File: src/rtl/ioctl_sdram_pack.sv
// Packs the ioctl download byte stream into masked 16-bit little-endian words,
// queues them in a small FIFO and issues them on the SDRAM req/ack write port.
module ioctl_sdram_pack #(
    parameter int AW         = 22,
    parameter int FIFO_DEPTH = 4
) (
    input  logic          clk_sdram,
    input  logic          rst_n,
    input  logic          downloading,
    input  logic [AW:0]   ioctl_addr,
    input  logic [7:0]    ioctl_data,
    input  logic          ioctl_wr,
    output logic [AW-1:0] sdram_addr,
    output logic [15:0]   sdram_din,
    output logic [1:0]    sdram_dqm,
    output logic          sdram_req,
    input  logic          sdram_ack,
    output logic          busy,
    output logic          overflow,
    output logic          dwnld_done,
    output logic [AW+1:0] byte_count
);
    localparam int PW = $clog2(FIFO_DEPTH);

    typedef struct packed {
        logic [AW-1:0] addr;
        logic [15:0]   din;
        logic [1:0]    dqm;
    } entry_t;

    entry_t        mem [FIFO_DEPTH];
    logic [PW-1:0] wptr, rptr;
    logic [PW:0]   cnt;
    logic          dl_q, started;
    logic [AW-1:0] wa;
    logic [7:0]    lo, hi;
    logic          vlo, vhi;

    logic          rise, fall, cur_vlo, cur_vhi, push, pop, full, push_ok, drop, done_cond;
    logic [AW-1:0] w, n_wa;
    logic          b, n_vlo, n_vhi;
    logic [7:0]    n_lo, n_hi;
    entry_t        push_e;

    assign rise    = downloading & ~dl_q;
    assign fall    = ~downloading & dl_q;
    // a rising edge discards any stale partial before the same-cycle byte is considered
    assign cur_vlo = vlo & ~rise;
    assign cur_vhi = vhi & ~rise;
    assign w       = ioctl_addr[AW:1];
    assign b       = ioctl_addr[0];

    always_comb begin
        push        = 1'b0;
        push_e.addr = wa;
        push_e.din  = {cur_vhi ? hi : 8'h00, cur_vlo ? lo : 8'h00};
        push_e.dqm  = {~cur_vhi, ~cur_vlo};
        n_wa  = wa;
        n_lo  = lo;
        n_hi  = hi;
        n_vlo = cur_vlo;
        n_vhi = cur_vhi;
        if (fall) begin
            push  = vlo | vhi;
            n_vlo = 1'b0;
            n_vhi = 1'b0;
        end else if (ioctl_wr) begin
            if ((cur_vlo | cur_vhi) && w == wa && !(b ? cur_vhi : cur_vlo)) begin
                if (b) begin n_hi = ioctl_data; n_vhi = 1'b1; end
                else   begin n_lo = ioctl_data; n_vlo = 1'b1; end
                if (n_vlo && n_vhi) begin
                    push       = 1'b1;
                    push_e.din = {n_hi, n_lo};
                    push_e.dqm = 2'b00;
                    n_vlo      = 1'b0;
                    n_vhi      = 1'b0;
                end
            end else begin
                // displaced partial (if any) goes out masked; the new byte starts a fresh word
                push  = cur_vlo | cur_vhi;
                n_wa  = w;
                n_vlo = ~b;
                n_vhi = b;
                if (b) n_hi = ioctl_data;
                else   n_lo = ioctl_data;
            end
        end
    end

    assign pop       = sdram_ack & (cnt != '0);
    assign full      = cnt == (PW+1)'(FIFO_DEPTH);
    assign push_ok   = push & (~full | pop);
    assign drop      = push & full & ~pop;
    assign done_cond = started & ~downloading & ~vlo & ~vhi & (cnt == '0);

    always_ff @(posedge clk_sdram or negedge rst_n) begin
        if (!rst_n) begin
            for (int i = 0; i < FIFO_DEPTH; i++) mem[i] <= '0;
            wptr       <= '0;
            rptr       <= '0;
            cnt        <= '0;
            dl_q       <= 1'b0;
            started    <= 1'b0;
            wa         <= '0;
            lo         <= '0;
            hi         <= '0;
            vlo        <= 1'b0;
            vhi        <= 1'b0;
            overflow   <= 1'b0;
            dwnld_done <= 1'b0;
            byte_count <= '0;
        end else begin
            dl_q <= downloading;
            wa   <= n_wa;
            lo   <= n_lo;
            hi   <= n_hi;
            vlo  <= n_vlo;
            vhi  <= n_vhi;
            if (push_ok) begin
                mem[wptr] <= push_e;
                wptr      <= wptr + PW'(1);
            end
            if (pop) rptr <= rptr + PW'(1);
            case ({push_ok, pop})
                2'b10:   cnt <= cnt + (PW+1)'(1);
                2'b01:   cnt <= cnt - (PW+1)'(1);
                default: cnt <= cnt;
            endcase
            overflow   <= rise ? 1'b0 : (overflow | drop);
            byte_count <= rise ? (AW+2)'(ioctl_wr) : byte_count + (AW+2)'(ioctl_wr);
            started    <= rise ? 1'b1 : (done_cond ? 1'b0 : started);
            dwnld_done <= done_cond;
        end
    end

    assign sdram_req  = cnt != '0;
    assign sdram_addr = mem[rptr].addr;
    assign sdram_din  = mem[rptr].din;
    assign sdram_dqm  = mem[rptr].dqm;
    assign busy       = downloading | vlo | vhi | sdram_req;
endmodule

File: config.mk
export PLATFORM = sky130hd
export DESIGN_NAME = ioctl_sdram_pack
export DESIGN_NICKNAME = d
export VERILOG_FILES = /design/src/rtl/ioctl_sdram_pack.sv
export SDC_FILE = /design/constraint.sdc
export NUM_CORES = 1
export LEC_CHECK = 0
export CAP_MARGIN = 20
export CORE_MARGIN = 3
export CORE_UTILIZATION = 35
export DETAILED_ROUTE_END_ITERATION = 10
export GPL_ROUTABILITY_DRIVEN = 0
export PLACE_DENSITY = 0.56
export SYNTH_ARGS = -nofsm -noshare
export SYNTH_HDL_FRONTEND = slang
export SYNTH_SLANG_ARGS = --single-unit
File: constraint.sdc
create_clock -name clk_sdram -period 3.48 [get_ports clk_sdram]
set_input_delay 0.522 -clock clk_sdram [delete_from_list [all_inputs] [get_ports clk_sdram]]
set_output_delay 0.522 -clock clk_sdram [all_outputs]
set_load 0.005 [all_outputs]
# Word level (Yosys, flattened, before mapping)
# Index checks and enable logic that the tools add are counted.
# totals
reg_bits	235
in_bits	36
output_inout_bits	68
wordCells	121
# classes
n_addsub	5
n_lt_le_gt_ge	3
eq_ne	4
muxes	40
n_bitwise	33
n_reduce_logical	11
# ops
operator	n
bitwise mux 160 bit	1
two-way mux 40 bit	3
binary-select mux 40 bit (select 2 bit)	1
demux 40 bit (select 2 bit)	1
two-way mux 18 bit	4
two-way mux 8 bit	4
adder 24 x 1 -> 24 bit	1
two-way mux 1 bit	24
two-way mux 24 bit	1
equality test 22 bit	1
bitwise AND 1 bit	12
inverter 1 bit	12
bitwise OR 1 bit	7
greater-or-equal comparator 3 bit, second input constant	2
inverter 2 -> 3 bit	2
case mux 3 bit (2 select lines)	1
adder 2 x 1 -> 2 bit, second input constant	2
logical AND 1 bit	4
nonzero test 2 bit	2
adder 3 x 1 -> 3 bit, second input constant	1
equality test 3 bit, second input constant	1
zero test 3 bit	1
< comparator 3 x 1 -> 1 bit, second input constant	1
AND reduction 3 bit	1
other kinds (6)	6

# Longest topological paths before layout
# Gate-level depths: netlist of run 1.
# logic_depth
word_depth	19
mapped_depth	8
mapped_depth_nobuf	7

# Worst setup path before layout of run 1
# No wires, ideal clock.
# synth_path
path_type	input-to-reg
from	input port ioctl_addr[0]
to	register mem[13] (netlist bit)
setup_time_ns	0.126
t_arrival_ns	2.410
required_ns	3.354
path_slack_ns	0.944
stages	8
path_buffers	3
cell_sequence	buf_4 nor3b_2 o211ai_1 or4_1 or3_1 buf_4 buf_6 a221o_1
# synth_between
elab_chain_len	10
elab_cells_between_ends	23
classes_between	19 x mux; 1 x bitwise; 3 x reduce/logical
# synth_lines
item	line	text
start: declaration	10	input logic [AW:0] ioctl_addr,
two-way mux 1 bit	69	if (b) begin n_hi = ioctl_data; n_vhi = 1'b1; end
two-way mux 1 bit	68	if ((cur_vlo | cur_vhi) && w == wa && !(b ? cur_vhi : cur_vlo)) begin
two-way mux 1 bit	67	end else if (ioctl_wr) begin
two-way mux 1 bit	63	if (fall) begin
logical AND 1 bit	71	if (n_vlo && n_vhi) begin
two-way mux 18 bit / two-way mux 1 bit (equally long branches)	71	
two-way mux 18 bit / two-way mux 1 bit (equally long branches)	68	
two-way mux 18 bit / two-way mux 1 bit (equally long branches)	67	
two-way mux 18 bit / two-way mux 1 bit (equally long branches)	63	
bitwise mux 160 bit / bitwise AND 1 bit (equally long branches)	120, 92	
end signal: indexed assignment	120	mem[wptr] <= push_e;
end: declaration	31	entry_t mem [FIFO_DEPTH];
# Parallel ways exist; a longest one is shown, timed or not. The select of a mux whose other input is x is not followed.
# A chain may end at the register's enable or synchronous reset.

# Worst setup path in the final report of run 1
# layout_path
from	register rptr[0]
to	output port sdram_din[11]
# layout_between
elab_chain_len	4
# layout_lines
item	line	text
start: declaration	32	logic [PW-1:0] wptr, rptr;
start signal: assignment	123	if (pop) rptr <= rptr + PW'(1);
inverter 2 -> 3 bit (implied by the code)	138	assign sdram_din = mem[rptr].din;
binary-select mux 40 bit (select 2 bit)	138	
two-way mux 40 bit (2 in series)	-	
end: declaration	14	output logic [15:0] sdram_din,
# Every way passes these cells. The select of a mux whose other input is x is not followed.

==> results of run 1 <==
==> Yosys cell counts (8+ instances only) <==
cell and count:
nand2_1 43, and2_1 8, o31ai_1 8, nor4b_1 64
clkbuf_1 50, nand3_1 10, mux2i_1 17, buf_1 19
buf_2 10, xnor2_1 27, nor2_1 154, a221o_1 64
mux2_2 127, dfrtp_1 235, mux4_2 40, nand4_1 14
xor2_1 20, inv_1 8
==> routing by layer <==
layer / up-vias / GRT usage (%) / wire length, um
met3: 45 / 3.980 / 1866
met2: 204 / 25.92 / 13610
met4: 6 / 3.725 / 602
met5: - / 0 / 23
met1: 4207 / 23.22 / 13780
li1: 3786 / - / -
==> cell type report <==
type / instances / area [um2] / area share (%)
sequential: 235 / 5883 / 40.93
inverter: 8 / 30.03 / 0.2089
timing repair buffer: 133 / 1411 / 9.820
multi-input combinational: 654 / 5642 / 39.25
clock buffer: 37 / 763.2 / 5.310
clock inverter: 8 / 90.09 / 0.6268
tap: 442 / 553.0 / 3.848
==> path summary, 6_finish.rpt <==
kind	startpoint	endpoint	slack [ns]	cells past startpoint
max in group asynchronous	rst_n	wa[17]	2.63	2
worst max register to register	wa[8]	mem[136]	0.65	6
worst min register to register	mem[40]	mem[40]	0.47	2
worst max-delay path	rptr[0]	sdram_din[11]	0.38	3
min in group clk_sdram	mem[40]	mem[40]	0.47	2
worst min-delay path	rst_n	byte_count[14]	-0.01	1
==> flip-flops by register name (all words and copies together) (netlist names) <==
| signal | flops |
|---|---|
| hi | 8 |
| dl_q | 1 |
| cnt | 3 |
| wa | 22 |
| started | 1 |
| overflow | 1 |
| mem | 160 |
| dwnld_done | 1 |
| wptr | 2 |
| vlo | 1 |
| rptr | 2 |
| byte_count | 24 |
| lo | 8 |
| vhi | 1 |
==> through the flow <==
step	utilization, %	power, mW	hold slack (ns)
floorplan	-	6.423	0.2264
global placement	41.03	8.090	0.4593
detailed placement	41.03	8.179	0.4642
CTS	43.62	11.00	0.02469
global route	43.62	11.47	0.02349
finish	43.62	10.82	-0.01368
==> power by group <==
group	internal, mW	switching (mW)
registers	3.70	0.640
clock network	1.66	1.11
logic	2.33	1.37
==> cell families after synthesis <==
logic type / Yosys count / synth area share [%]
AND/OR/NAND/NOR: 326 / 14.55
flip-flops: 235 / 49.56
multiplexers: 184 / 21.08
buffers and inverters: 95 / 3.554
AO/OA/AOI/OAI: 90 / 6.981
XOR/XNOR: 47 / 3.469
adder cells (fa/ha/maj): 7 / 0.8014
==> flow_metrics.env, run 1 <==
export IMPL_clockBufferDepth=3
export IMPL_grt_pass1_wl_um=48020
export IMPL_layout_cells_most_common="dfrtp_1"
export IMPL_syn_cell_area_um2=11870
export IMPL_synth_top_area_share_pct=49.56
export IMPL_synthFlopType="dfrtp_1"
export IMPL_synth_edff_count=0
export IMPL_io_buffers=103
export IMPL_antenna_cells=0
export IMPL_grt_max_degree=84
export IMPL_die_x_um=190.1
export IMPL_cts_hold_buf=0
export IMPL_final_cell_mix="233 x dfrtp_1, 154 x nor2_1, 127 x mux2_2, 102 x clkdlybuf4s50_1"
export IMPL_drive_gt1_share_pct=23.53
export IMPL_drt_wl_total_um=29880
export IMPL_slowest_stage="dfrtp_2"
export IMPL_ys_types=47
export IMPL_ioPinCount=104
export IMPL_setup_tns_ns=0
export IMPL_synthToLayoutAreaGrowth_pct=21.13
export IMPL_status="finished with violations"
export IMPL_antenna_found_initial=3
export IMPL_wl_per_cell_um=19.70
export IMPL_fin_area_um2=14370
export IMPL_synth_top_cell_by_area="dfrtp_1"
export IMPL_maxSlewHeadroom_pct=47.46
export IMPL_htree_levels=1
export IMPL_cp_max_fo=18
export IMPL_path_cells="buf_12 > mux4_2 > clkdlybuf4s50_1"
export IMPL_die_y_um=190.1
export IMPL_globalRouteTotalUtil_pct=16.50
export IMPL_vdd_ir_drop_worst_v=0.0003987
export IMPL_drt_initial_drc_count=591
export IMPL_initial_core_util_pct=36.01
export IMPL_clk_pin_slew_ns=0.06
export IMPL_layout_setup_ws_ns=0.3770
export IMPL_synth_area_top_cells="dfrtp_1 50%, mux2_2 12%, mux4_2 7.6%"
export IMPL_ctsRootBufferMaster="clkbuf_16"
export IMPL_setup_viol=0
export IMPL_rows=66
export IMPL_arrival_ns=2.58
export IMPL_violations="hold timing"
export IMPL_critPathKind="reg2out"
export IMPL_synth_seq_area_share_pct=49.56
export IMPL_dpl_cell_area_um2=13520
export IMPL_cts_sinks=235
export IMPL_tightest_slew_ns=0.7881
export IMPL_grt_pass1_vias=8331
export IMPL_final_cells=1517
export IMPL_cts_resized=0
export IMPL_critPathMaxStageDelay_ns=0.72
export IMPL_drtAntennaViolNets=0
export IMPL_fmax_mhz=322.3
export IMPL_syn_area_per_cell_um2=12.06
export IMPL_cts_setup_buffers=0
export IMPL_powerDensity_nw_per_um2=752.9
export IMPL_cts_tree="built"
export IMPL_clock_latency_ns=0.53
export IMPL_skew_ns=0.009602
export IMPL_syn_inst=984
export IMPL_cp_top_family="buffers and inverters"
export IMPL_crit_buf_inv=2
export IMPL_fin_crit_sh_pct=89.17
export IMPL_grt_overflow=0
export IMPL_drv_slew=0
export IMPL_num_vias=8248
export IMPL_dpl_hpwl_um=18480
export IMPL_period_needed_ns=3.103
export IMPL_place_ws_ns=0.1600
export IMPL_power_leakage_nw=5.859
export IMPL_drv_cap=0
export IMPL_drc_errors=0
export IMPL_cp_start_kind="flip-flop"
export IMPL_nFillCells=3027
export IMPL_critPathCaptureType="primary output"
export IMPL_rsz0062_at_grt="false"
export IMPL_synth_seq_cells=235
export IMPL_core_um2=32950
export IMPL_dpl_cell_count=1472
export IMPL_numCtsBuffers=26
export IMPL_syn_nets=1027
export IMPL_finalHoldViolCount=11
export IMPL_routed_via_density=5.437
export IMPL_timing_hold_ws_ns=-0.01368
export IMPL_first_pass_iters=5
export IMPL_min_path_type="in2async"
export IMPL_fin_nets=1101
export IMPL_synth_async_sr_flop_share_pct=100.0
export IMPL_die_area_um2=36150
export IMPL_yosysWarnings=0
export IMPL_worst_ep_required_time_ns=2.96
(Power assumes the default switching activity.)
==> inputs of run 2 (changes only) <==
CTS_CLUSTER_DIAMETER = 100   (was not set)
HOLD_SLACK_MARGIN = 0.12   (was not set)
SKIP_CTS_REPAIR_TIMING = 1   (was not set)
==> flow_metrics.env, run 2 (same netlist as run 1, synthesis figures left out) <==
export IMPL_grt_overflow=0
export IMPL_cts_sinks=235
export IMPL_rows=66
export IMPL_critPathKind="reg2out"
export IMPL_die_area_um2=36150
export IMPL_period_needed_ns=3.096
export IMPL_regArea_um2=5883
export IMPL_drt_initial_drc_count=574
export IMPL_globalRouteTotalUtil_pct=16.50
export IMPL_core_um2=32950
export IMPL_drive_gt1_share_pct=23.51
export IMPL_min_path_type="reg2reg"
export IMPL_fin_crit_sh_pct=88.97
export IMPL_tightest_slew_ns=0.7939
export IMPL_nFillCells=3026
export IMPL_drtAntennaViolNets=0
export IMPL_layout_setup_ws_ns=0.3837
export IMPL_first_pass_iters=5
export IMPL_worst_ep_required_time_ns=2.96
export IMPL_grt_pass1_vias=8331
export IMPL_place_ws_ns=0.1600
export IMPL_fin_nets=1102
export IMPL_regMostFlops="mem"
export IMPL_layout_cells_most_common="dfrtp_1"
export IMPL_drc_errors=0
export IMPL_skew_ns=0.008886
export IMPL_routed_via_density=5.430
export IMPL_htree_levels=1
export IMPL_vdd_ir_drop_worst_v=0.0003976
export IMPL_arrival_ns=2.57
export IMPL_antenna_found_initial=3
export IMPL_grt_pass1_wl_um=48020
export IMPL_ctsRootBufferMaster="clkbuf_16"
export IMPL_power_leakage_nw=5.863
export IMPL_dpl_cell_area_um2=13520
export IMPL_status="finished clean"
export IMPL_ioPinCount=104
export IMPL_clk_pin_slew_ns=0.06
export IMPL_drv_slew=0
export IMPL_critPathCaptureType="primary output"
export IMPL_clock_latency_ns=0.52
export IMPL_synthToLayoutAreaGrowth_pct=21.22
export IMPL_fin_area_um2=14380
export IMPL_rsz0062_at_grt="false"
export IMPL_multi_input_area_um2=5642
export IMPL_num_vias=8243
export IMPL_io_buffers=103
export IMPL_clockBufferDepth=3
export IMPL_numCtsBuffers=26
export IMPL_maxSlewHeadroom_pct=47.07
export IMPL_setup_tns_ns=0
export IMPL_wl_per_cell_um=19.70
export IMPL_cts_tree="built"
export IMPL_finalHoldViolCount=0
export IMPL_cp_start_kind="flip-flop"
export IMPL_grt_max_degree=84
export IMPL_cp_max_fo=18
export IMPL_initial_core_util_pct=36.01
export IMPL_antenna_cells=0
export IMPL_top_regs="mem: 160 flops, byte_count: 24 flops, wa: 22 flops"
export IMPL_die_x_um=190.1
export IMPL_die_y_um=190.1
export IMPL_drv_cap=0
export IMPL_setup_viol=0
export IMPL_drt_wl_total_um=29900
export IMPL_fmax_mhz=323.0
export IMPL_dpl_hpwl_um=18480
export IMPL_powerDensity_nw_per_um2=752.3
export IMPL_final_cell_mix="233 x dfrtp_1, 154 x nor2_1, 127 x mux2_2, 102 x clkdlybuf4s50_1"
export IMPL_largest_reg_flops=160
[run 2: where the power goes]
| part | internal [mW] | leakage (nW) | total [mW] | switching, mW |
|---|---|---|---|---|
| Clock | 1.66 | 0.426 | 2.77 | 1.11 |
| Combinational | 2.33 | 2.47 | 3.71 | 1.37 |
| Sequential | 3.70 | 2.97 | 4.34 | 0.639 |
| Total | 7.70 | 5.86 | 10.8 | 3.12 |
[run 2: area by class of cell]
cell class                      count  share of cell area, %
Clock inverter                      8                 0.6264
Timing Repair Buffer              134                  9.883
Tap cell                          442                  3.845
Sequential cell                   235                  40.90
Clock buffer                       37                  5.307
Inverter                            8                 0.2088
Multi-Input combinational cell    654                  39.23
[run 2: per-layer routing]
metal	GRT usage, %	vias to the layer above	share of wire (%)
met3	3.980	45	6.1
met1	23.22	4219	46
met2	25.92	190	46
met4	3.725	6	2.0
met5	0	-	0.077
li1	-	3783	-
[run 2: worst paths after layout]
| kind | start | end | slack, ns | cells past startpoint |
|---|---|---|---|---|
| setup / recovery | rptr[0] | sdram_din[11] | 0.38 | 3 |
| hold / removal | mem[40] | mem[40] | 0.47 | 2 |
| setup reg to reg | wa[8] | mem[136] | 0.65 | 6 |
| hold reg to reg | mem[40] | mem[40] | 0.47 | 2 |
| max in group asynchronous | rst_n | wa[17] | 2.04 | 3 |
| min in group asynchronous | rst_n | byte_count[14] | 0.58 | 2 |
[run 2: per-stage QoR]
step                std cells  utilization [%]  total power, mW  hold WS, ns
finish                   1518            43.65            10.82       0.4729
global route             1518            43.65            11.47       0.5017
CTS                      1517            43.62            11.00      0.02469
detailed placement       1472            41.03            8.179       0.4642
global placement         1472            41.03            8.090       0.4593
floorplan                 984                -            6.423       0.2264
[run 2: critical path, stage by stage, from the launching register on]
cell and delay (ns):
dfrtp_2 0.72, buf_12 0.28, mux4_2 0.57, clkdlybuf4s50_1 0.47
==> inputs of run 3 (changes only) <==
PLACE_DENSITY = 0.55   (was 0.56)
SLEW_MARGIN = 10   (was not set)
==> flow_metrics.env, run 3 (same netlist as run 1, synthesis figures left out) <==
export IMPL_slowest_stage="dfrtp_4"
export IMPL_cp_depth=3
export IMPL_status="finished clean"
export IMPL_first_pass_iters=5
export IMPL_reg2reg_depth=6
export IMPL_nFillCells=3013
export IMPL_drv_slew=0
export IMPL_min_path_type="reg2reg"
export IMPL_layout_cells_most_common="dfrtp_1"
export IMPL_critPathCaptureType="primary output"
export IMPL_pwr_share_seq_pct=40.2
export IMPL_drtAntennaViolNets=0
export IMPL_min_from="mem[81]"
export IMPL_setup_viol=0
export IMPL_largest_reg_flops=160
export IMPL_cts_tree="built"
export IMPL_grt_max_degree=90
export IMPL_p_comb_share_pct=33.2
export IMPL_r2r_end="mem[124]"
export IMPL_worst_ep_required_time_ns=2.96
export IMPL_rrSetupSlack_ns=0.67
export IMPL_htree_levels=1
export IMPL_dpl_cell_area_um2=13450
export IMPL_crit_buf_inv=2
export IMPL_grt_pass1_wl_um=47350
export IMPL_initial_core_util_pct=36.01
export IMPL_core_um2=32950
export IMPL_clock_latency_ns=0.53
export IMPL_cp_start_kind="flip-flop"
export IMPL_clockBufferDepth=3
export IMPL_regMostFlops="mem"
export IMPL_cp_max_fo=22
export IMPL_drive_gt1_share_pct=23.47
export IMPL_period_needed_ns=3.178
export IMPL_fin_nets=1101
export IMPL_synthToLayoutAreaGrowth_pct=21.24
export IMPL_powerDensity_nw_per_um2=758.6
export IMPL_p_total_mw=10.91
export IMPL_fin_area_um2=14390
export IMPL_top_regs="mem: 160 flops, byte_count: 24 flops, wa: 22 flops"
export IMPL_p_int_mw=7.781
export IMPL_final_cell_mix="233 x dfrtp_1, 154 x nor2_1, 127 x mux2_2, 102 x clkdlybuf4s50_1"
export IMPL_die_area_um2=36150
export IMPL_power_leakage_nw=5.862
export IMPL_finalHoldViolCount=0
export IMPL_globalRouteTotalUtil_pct=16.33
export IMPL_die_x_um=190.1
export IMPL_die_y_um=190.1
export IMPL_numCtsBuffers=28
export IMPL_antenna_cells=0
export IMPL_wl_per_cell_um=19.53
export IMPL_p_clk_share_pct=26.6
export IMPL_routed_via_density=5.446
export IMPL_drt_initial_drc_count=524
export IMPL_ctsRootBufferMaster="clkbuf_16"
export IMPL_drc_errors=0
export IMPL_cp_top_family="buffers and inverters"
export IMPL_fmax_mhz=314.7
export IMPL_cts_sinks=235
export IMPL_r2r_start="wa[15]"
export IMPL_antenna_found_initial=1
export IMPL_arrival_ns=2.66
export IMPL_critPathMaxStageDelay_ns=0.78
export IMPL_clk_pin_slew_ns=0.06
export IMPL_cp_startpoint="rptr[0]"
export IMPL_crit_end="sdram_addr[21]"
export IMPL_ioPinCount=104
export IMPL_grt_pass1_vias=8060
export IMPL_dpl_hpwl_um=17890
export IMPL_grt_overflow=0
export IMPL_num_vias=8278
export IMPL_fin_crit_sh_pct=91.32
export IMPL_timing_hold_ws_ns=0.4738
export IMPL_io_buffers=103
export IMPL_maxSlewHeadroom_pct=47.62
export IMPL_drv_cap=0
export IMPL_setup_tns_ns=0
export IMPL_skew_ns=0.01207
export IMPL_rsz0062_at_grt="false"
export IMPL_swShare_pct=28.70
export IMPL_tightest_slew_ns=0.7857
export IMPL_drt_wl_total_um=29690
export IMPL_power_switching_mw=3.131
export IMPL_rows=66
export IMPL_path_cells="buf_4 > mux4_2 > clkdlybuf4s50_1"
export IMPL_critPathKind="reg2out"
export IMPL_vdd_ir_drop_worst_v=0.0004778
run 3: cell types whose count changed in the layout (fill, tap and decap cells not counted), moves of 2 or more:
cell	previous run	this run
clkbuf_8	5	9
clkbuf_16	27	29
buf_12	12	8
clkbuf_1	5	7
clkinv_2	6	4
run 3: per-stage QoR:
step | utilization [%] | setup WS [ns] | instances
3_5_place_dp | 40.82 | 0.1738 | 1469
6_report | 43.66 | 0.3022 | 1520
5_1_grt | 43.66 | 0.1632 | 1520
4_1_cts | 43.63 | 0.2290 | 1519
3_3_place_gp | 40.82 | 0.2073 | 1469
2_1_floorplan | - | 0.9435 | 984
run 3: cell type report:
type / instances / area (um2) / area share, %
Clock buffer: 45 / 875.8 / 6.089
Tap cell: 442 / 553.0 / 3.844
Multi-Input combinational cell: 654 / 5642 / 39.22
Timing Repair Buffer: 131 / 1349 / 9.376
Clock inverter: 5 / 50.05 / 0.3479
Inverter: 8 / 30.03 / 0.2088
Sequential cell: 235 / 5886 / 40.92
run 3: worst min path at each step:
| stage | to | slack [ns] | cells past startpoint |
|---|---|---|---|
| after detailed placement | mem[81] | 0.47 | 2 |
| after CTS | byte_count[12] | 0.03 | 1 |
| after global placement | mem[120] | 0.46 | 2 |
| after global routing | started | 0.50 | 2 |
| after floorplan | byte_count[0] | 0.23 | 0 |
| final | mem[81] | 0.47 | 2 |
run 3: per-layer routing:
metal	track usage, %	share of wire (%)	vias to the layer above
li1	-	-	3785
met3	3.335	5.6	40
met4	3.384	1.7	2
met5	0	0.044	-
met2	26.39	47	174
met1	22.87	46	4277
run 3: power by group through the flow:
stage                     registers, mW  logic [mW]  clock network (mW)
after detailed placement           4.44        3.70                   0
after floorplan                    4.10        2.33                   0
after CTS                          4.40        3.72                2.99
after global routing               4.52        3.94                3.11
final                              4.38        3.62                2.90
after global placement             4.42        3.65                   0
run 3: worst min-delay path, cell delays in order, from the launching register on:
cell and delay (ns):
dfrtp_1 0.34, nand2_1 0.05, o31ai_1 0.05
